===== src/rtl/psram_mem_tester.sv =====
// PSRAM memory tester: writes a selectable pattern over a block of PSRAM
// words through the controller app_* handshake, reads the block back,
// compares every word and reports error count, first failing address/data,
// pass/fail and a handshake watchdog timeout.
module psram_mem_tester #(
    parameter int                ADDR_W    = 23,
    parameter int                DATA_W    = 16,
    parameter int                NUM_WORDS = 256,
    parameter int                BASE_ADDR = 0,
    parameter logic [DATA_W-1:0] CONST_PAT = 16'hBABE,
    parameter int                TIMEOUT   = 1024
) (
    input  logic              clk,
    input  logic              clr_n,
    input  logic              start,
    input  logic              abort,
    input  logic [1:0]        mode,
    input  logic              app_ctrlr_good,
    input  logic              app_op_begun,
    input  logic              op_finished,
    input  logic [DATA_W-1:0] app_data_out,
    output logic              app_wr,
    output logic              app_rd,
    output logic [ADDR_W-1:0] app_addr,
    output logic [DATA_W-1:0] app_data_in,
    output logic              busy,
    output logic              done,
    output logic              pass,
    output logic              timeout,
    output logic [15:0]       err_count,
    output logic [ADDR_W-1:0] fail_addr,
    output logic [DATA_W-1:0] fail_data,
    output logic              rd_valid,
    output logic [DATA_W-1:0] rd_word
);

    typedef enum logic [2:0] {
        IDLE      = 3'd0,
        WAIT_GOOD = 3'd1,
        WR_REQ    = 3'd2,
        WR_WAIT   = 3'd3,
        RD_REQ    = 3'd4,
        RD_WAIT   = 3'd5,
        DONE      = 3'd6
    } state_t;

    localparam int                WD_W     = (TIMEOUT > 1) ? $clog2(TIMEOUT) : 1;
    localparam logic [WD_W-1:0]   WD_LAST  = WD_W'(TIMEOUT - 1);
    localparam logic [ADDR_W-1:0] BASE_A   = ADDR_W'(BASE_ADDR);
    localparam logic [ADDR_W-1:0] LAST_IDX = ADDR_W'(NUM_WORDS - 1);

    // Expected data word for a given pattern mode and word index.
    function automatic logic [DATA_W-1:0] pattern_f(input logic [1:0] sel,
                                                    input logic [ADDR_W-1:0] idx);
        logic [DATA_W-1:0] alt;
        logic [DATA_W-1:0] res;
        // Odd index -> 1010.. (AAAA), even index -> 0101.. (5555)
        for (int i = 0; i < DATA_W; i++) begin
            alt[i] = ~(idx[0] ^ i[0]);
        end
        case (sel)
            2'd0:    res = DATA_W'(idx);
            2'd1:    res = CONST_PAT;
            2'd2:    res = alt;
            2'd3:    res = ~DATA_W'(idx);
            default: res = {DATA_W{1'b0}};
        endcase
        return res;
    endfunction

    // True for the states that wait on the controller (watchdog-guarded).
    function automatic logic is_hs_f(input state_t st);
        return (st == WR_REQ) || (st == WR_WAIT) || (st == RD_REQ) || (st == RD_WAIT);
    endfunction

    state_t              state_r,     state_nx_s;
    logic [ADDR_W-1:0]   index_r,     index_nx_s;
    logic [1:0]          mode_r,      mode_nx_s;
    logic [WD_W-1:0]     wdog_r,      wdog_nx_s;
    logic [15:0]         err_count_r, err_nx_s;
    logic [ADDR_W-1:0]   fail_addr_r, fail_addr_nx_s;
    logic [DATA_W-1:0]   fail_data_r, fail_data_nx_s;
    logic                timeout_r,   timeout_nx_s;
    logic                pass_r,      pass_nx_s;
    logic                rd_valid_r,  rd_valid_nx_s;
    logic [DATA_W-1:0]   rd_word_r,   rd_word_nx_s;
    logic                app_wr_r, app_rd_r, busy_r, done_r;
    logic [ADDR_W-1:0]   app_addr_r;
    logic [DATA_W-1:0]   app_data_in_r;
    logic                wd_hit_s;
    logic [DATA_W-1:0]   rd_exp_s;

    // Next-state, index, watchdog and result bookkeeping.
    always_comb begin
        state_nx_s     = state_r;
        index_nx_s     = index_r;
        mode_nx_s      = mode_r;
        err_nx_s       = err_count_r;
        fail_addr_nx_s = fail_addr_r;
        fail_data_nx_s = fail_data_r;
        timeout_nx_s   = timeout_r;
        pass_nx_s      = pass_r;
        rd_valid_nx_s  = 1'b0;
        rd_word_nx_s   = rd_word_r;
        wd_hit_s       = (wdog_r == WD_LAST);
        rd_exp_s       = pattern_f(mode_r, index_r);

        if (abort && (state_r != IDLE)) begin
            // Cancel: results so far are kept for inspection
            state_nx_s = IDLE;
        end else begin
            case (state_r)
                IDLE, DONE: begin
                    if (start) begin
                        state_nx_s     = WAIT_GOOD;
                        mode_nx_s      = mode;
                        index_nx_s     = {ADDR_W{1'b0}};
                        err_nx_s       = 16'h0000;
                        fail_addr_nx_s = {ADDR_W{1'b0}};
                        fail_data_nx_s = {DATA_W{1'b0}};
                        timeout_nx_s   = 1'b0;
                        pass_nx_s      = 1'b0;
                    end else begin
                        state_nx_s = state_r;
                    end
                end
                WAIT_GOOD: begin
                    if (app_ctrlr_good) begin
                        state_nx_s = WR_REQ;
                        index_nx_s = {ADDR_W{1'b0}};
                    end else begin
                        state_nx_s = WAIT_GOOD;
                    end
                end
                WR_REQ, RD_REQ: begin
                    if (app_op_begun) begin
                        state_nx_s = (state_r == WR_REQ) ? WR_WAIT : RD_WAIT;
                    end else if (wd_hit_s) begin
                        state_nx_s   = DONE;
                        timeout_nx_s = 1'b1;
                    end else begin
                        state_nx_s = state_r;
                    end
                end
                WR_WAIT: begin
                    if (op_finished) begin
                        if (index_r == LAST_IDX) begin
                            state_nx_s = RD_REQ;
                            index_nx_s = {ADDR_W{1'b0}};
                        end else begin
                            state_nx_s = WR_REQ;
                            index_nx_s = index_r + {{(ADDR_W-1){1'b0}}, 1'b1};
                        end
                    end else if (wd_hit_s) begin
                        state_nx_s   = DONE;
                        timeout_nx_s = 1'b1;
                    end else begin
                        state_nx_s = WR_WAIT;
                    end
                end
                RD_WAIT: begin
                    if (op_finished) begin
                        rd_valid_nx_s = 1'b1;
                        rd_word_nx_s  = app_data_out;
                        if (app_data_out != rd_exp_s) begin
                            // Only the first mismatch of a run is latched
                            if (err_count_r == 16'h0000) begin
                                fail_addr_nx_s = BASE_A + index_r;
                                fail_data_nx_s = app_data_out;
                            end else begin
                                fail_addr_nx_s = fail_addr_r;
                            end
                            if (err_count_r != 16'hFFFF) begin
                                err_nx_s = err_count_r + 16'd1;
                            end else begin
                                err_nx_s = err_count_r;
                            end
                        end else begin
                            err_nx_s = err_count_r;
                        end
                        if (index_r == LAST_IDX) begin
                            state_nx_s = DONE;
                        end else begin
                            state_nx_s = RD_REQ;
                            index_nx_s = index_r + {{(ADDR_W-1){1'b0}}, 1'b1};
                        end
                    end else if (wd_hit_s) begin
                        state_nx_s   = DONE;
                        timeout_nx_s = 1'b1;
                    end else begin
                        state_nx_s = RD_WAIT;
                    end
                end
                default: state_nx_s = IDLE;
            endcase
        end

        if (state_nx_s == DONE) begin
            pass_nx_s = (err_nx_s == 16'h0000) && !timeout_nx_s;
        end else begin
            pass_nx_s = pass_nx_s;
        end

        // Watchdog restarts on every state change and idles outside handshakes
        if (is_hs_f(state_nx_s) && (state_nx_s == state_r)) begin
            wdog_nx_s = wdog_r + {{(WD_W-1){1'b0}}, 1'b1};
        end else begin
            wdog_nx_s = {WD_W{1'b0}};
        end
    end

    // State, status and registered controller-side outputs.
    always_ff @(posedge clk or negedge clr_n) begin
        if (!clr_n) begin
            state_r       <= IDLE;
            index_r       <= {ADDR_W{1'b0}};
            mode_r        <= 2'd0;
            wdog_r        <= {WD_W{1'b0}};
            err_count_r   <= 16'h0000;
            fail_addr_r   <= {ADDR_W{1'b0}};
            fail_data_r   <= {DATA_W{1'b0}};
            timeout_r     <= 1'b0;
            pass_r        <= 1'b0;
            rd_valid_r    <= 1'b0;
            rd_word_r     <= {DATA_W{1'b0}};
            app_wr_r      <= 1'b0;
            app_rd_r      <= 1'b0;
            app_addr_r    <= {ADDR_W{1'b0}};
            app_data_in_r <= {DATA_W{1'b0}};
            busy_r        <= 1'b0;
            done_r        <= 1'b0;
        end else begin
            state_r       <= state_nx_s;
            index_r       <= index_nx_s;
            mode_r        <= mode_nx_s;
            wdog_r        <= wdog_nx_s;
            err_count_r   <= err_nx_s;
            fail_addr_r   <= fail_addr_nx_s;
            fail_data_r   <= fail_data_nx_s;
            timeout_r     <= timeout_nx_s;
            pass_r        <= pass_nx_s;
            rd_valid_r    <= rd_valid_nx_s;
            rd_word_r     <= rd_word_nx_s;
            app_wr_r      <= (state_nx_s == WR_REQ);
            app_rd_r      <= (state_nx_s == RD_REQ);
            app_addr_r    <= is_hs_f(state_nx_s) ? (BASE_A + index_nx_s) : {ADDR_W{1'b0}};
            app_data_in_r <= (state_nx_s == WR_REQ) ? pattern_f(mode_nx_s, index_nx_s)
                                                    : {DATA_W{1'b0}};
            busy_r        <= (state_nx_s != IDLE) && (state_nx_s != DONE);
            done_r        <= (state_nx_s == DONE);
        end
    end

    assign app_wr      = app_wr_r;
    assign app_rd      = app_rd_r;
    assign app_addr    = app_addr_r;
    assign app_data_in = app_data_in_r;
    assign busy        = busy_r;
    assign done        = done_r;
    assign pass        = pass_r;
    assign timeout     = timeout_r;
    assign err_count   = err_count_r;
    assign fail_addr   = fail_addr_r;
    assign fail_data   = fail_data_r;
    assign rd_valid    = rd_valid_r;
    assign rd_word     = rd_word_r;

endmodule


===== config.mk =====
export PLATFORM = sky130hd
export DESIGN_NAME = psram_mem_tester
export DESIGN_NICKNAME = d
export VERILOG_FILES = /design/src/rtl/psram_mem_tester.sv
export SDC_FILE = /design/constraint.sdc
export NUM_CORES = 1
export LEC_CHECK = 0
export CORE_MARGIN = 2
export CORE_UTILIZATION = 53
export CTS_CLUSTER_DIAMETER = 50
export DETAILED_ROUTE_END_ITERATION = 16
export PLACE_DENSITY = 0.89
export SKIP_CTS_REPAIR_TIMING = 1
export SYNTH_ARGS = -nofsm -noshare
export SYNTH_HDL_FRONTEND = slang
export SYNTH_SLANG_ARGS = --single-unit
export TNS_END_PERCENT = 100

===== constraint.sdc =====
create_clock -name clk -period 3.6 [get_ports clk]
set_input_delay 0.54 -clock clk [delete_from_list [all_inputs] [get_ports clk]]
set_output_delay 0.54 -clock clk [all_outputs]
set_load 0.02 [all_outputs]

==> metrics.txt <==
largest cells by area after synthesis=dfrtp_1 49%, nand2_1 6.5%, o21ai_0 5.2%, nor2_1 3.0%, mux2_2 2.6%; first-pass GRT wire length=approximately 36,000 microns; num ports=142; Post-Place Cell Area=9650 sq um; Worst-Margin Slew=approximately 0.83 ns; Flop pwr share=0.355; max_cap viols=0; Hold Path Class=input pin to asynchronous set/reset pin; R2R Path Start=mode_r[1]; # DRC=0; syn nets=888; largest net degree at the start of global routing=94; clock network power share=0.319; crit path max fanout=11; Hold Worst Slack=around 0.19 ns; capturing point of the worst reg2reg path=pass; Max VDD drop=0.000429 V; leakage=approximately 4.4 nW; synth-to-layout area growth=30.3%; Place WS=-0.108 ns; Die Y=126 microns; sw frac=0.352; crit start category=flip-flop; EDFF count, synth=0; Final ANT Viol Nets=0; CTS Buf Count=17; ratio of cells with drive above 1 in the final layout=0.113; crit share post-route=0.935; Pre-Repair DR Iteration Count=7; die width=~130 microns; status=finished, final reports clean; Worst Setup End Kind=flip-flop; post-route setup TNS=0 ns; clock root buffer=clkbuf_16; Antenna Cells=0; Cell Pwr Density=roughly 550 nW/um^2; post-synth top area cell=dfrtp_1; final instance area=a little over 10,000 sq um; Via-to-Cell Ratio=5.94; grt ovf=0; Syn Area/Cell=9.18 sq um; R2R setup slack=between 0.2 and 0.25 ns; Die ar.=15,800 sq um; P_int=3.67 mW; Routed wire per std cell=18.3 microns; Clock Latency Late Sink=0.43 ns; Synth Flop Type=dfrtp_1; Nets=1,036; clk buf depth=2; top cell type's share of synthesized area=0.493; vias in the first global route=6,904; Worst slew margin=0.450; initial antenna violation count=0; setup ws final=0.234 ns; H-tree levels=4; GP Congestion=0.944; FMAX=297 MHz; fin crit period=3.37 ns; final cell utilization of the core=0.706; CTS tree=done; Initial Utilization=0.542; final hold vios=0; share of the yosys chip area belonging to registers=0.493; Max Transition Viols Final=0; cells on worst reg2reg path=13; # port buffers=141; count of cell types in the netlist=72; RSZ-0062 raised after global routing=false; CP required=3.94 ns; row count=44; yosys warns=0; fraction of registers with async set/reset=1.00; cell count after synthesis=858; TritonCTS Sinks=155; Final Skew=0.0135 ns; Comb pwr share=0.326; Tot GR Track Use=0.287; final setup violating endpoints=0; Mapped Area=between 7000 and 8000 sq um; Clk pin slew, worst setup/hold paths=0.07 ns; post-detail-place hpwl=15,400 microns; WL final=roughly 22,000 microns; Yosys reg bits=155; critical path class=flip-flop to flip-flop; DRT iter0 DRCs=866; CP arrival=3.70 ns; core area=14,500 sq um; sw power=1.99 mW; via count=7,151
routing by layer:
| metal | share of wire | vias up | global-route usage |
|---|---|---|---|
| li1 | - | 3323 | - |
| met4 | 0.022 | 0 | 0.106 |
| met2 | 0.46 | 377 | 0.445 |
| met5 | 0 | - | 0 |
| met3 | 0.090 | 49 | 0.0569 |
| met1 | 0.42 | 3402 | 0.404 |
cells by family after synthesis:
logic type / Yosys count / synth area share
multiplexers: 29 / 0.0404
buffers and inverters: 78 / 0.0410
AND/OR/NAND/NOR: 360 / 0.222
AO/OA/AOI/OAI: 206 / 0.169
flip-flops: 155 / 0.493
adder cells (fa/ha/maj): 5 / 0.00795
XOR/XNOR: 25 / 0.0278
sequential cells by signal, summed over array words and instances, names as in the netlist:
name and count:
state_r 3, wdog_r 10, fail_addr 23, app_wr 1, busy 1, app_addr 23, done 1, err_count 16
mode_r 2, rd_word 16, app_data_in 16, pass 1, index_r 23, app_rd 1, fail_data 16, timeout 1
rd_valid 1
cells in the mapped netlist, types with 17 or more instances:
| cell | n |
|---|---|
| nand3_1 | 25 |
| dfrtp_1 | 155 |
| mux2_2 | 18 |
| o21ai_0 | 82 |
| clkbuf_1 | 41 |
| and3_1 | 26 |
| nor2b_1 | 23 |
| nor4_1 | 17 |
| a21oi_1 | 39 |
| inv_1 | 20 |
| nor2_1 | 63 |
| nand2_1 | 137 |
worst max-delay path, stage by stage (launching register included):
cell and delay [ns]:
dfrtp_1 0.50, buf_4 0.23, and2b_1 0.21, a21boi_0 0.13
buf_4 0.16, a2111oi_4 0.21, nand4_2 0.15, nor4_2 0.25
buf_4 0.25, nor2_1 0.10, mux2_4 0.31, a2111oi_2 0.40
nand4b_1 0.18, o31ai_2 0.19
area by class of cell:
class | instances | area [sq um]
tap | 184 | 230
fill | 1079 | 4280
timing repair buffer | 186 | 1790
multi-input combinational | 625 | 3680
clock buffer | 20 | 467
clock inverter | 12 | 136
sequential | 155 | 3880
inverter | 21 | 78.8
power groups by stage:
stage / logic (mW) / clock network (mW) / registers (mW)
2_1_floorplan: 1.14 / 0 / 2.06
3_3_place_gp: 1.78 / 0 / 2.03
3_5_place_dp: 1.81 / 0 / 2.02
4_1_cts: 1.84 / 1.83 / 2.00
5_1_grt: 2.02 / 1.91 / 2.03
6_report: 1.84 / 1.81 / 2.01
worst max path at each step:
stage,start,to,slack [ns]
5_1_grt,mode_r[1],pass,0.02
4_1_cts,mode_r[1],pass,0.24
3_3_place_gp,app_data_out[15],pass,-0.04
3_5_place_dp,app_data_out[15],pass,-0.11
2_1_floorplan,err_count[0],pass,0.63
6_report,mode_r[1],pass,0.23
metrics by stage:
stage	instances	total power, mW
finish	1203	5.66
global route	1203	5.96
CTS	1203	5.67
detailed placement	1171	3.84
global placement	1171	3.82
floorplan	858	3.20
cell usage in the layout, fill, tap and decap left out, types with 17 or more instances in the layout:
cell,instances
o21ai_0,82
dfrtp_1,155
clkbuf_16,17
nor4_1,17
nand3_1,25
inv_1,20
nor2_1,63
and3_1,26
a21oi_1,39
nand2_1,136
mux2_2,18
clkdlybuf4s50_1,140
buf_4,42
nor2b_1,23
Power figures use the tool's default switching activity.
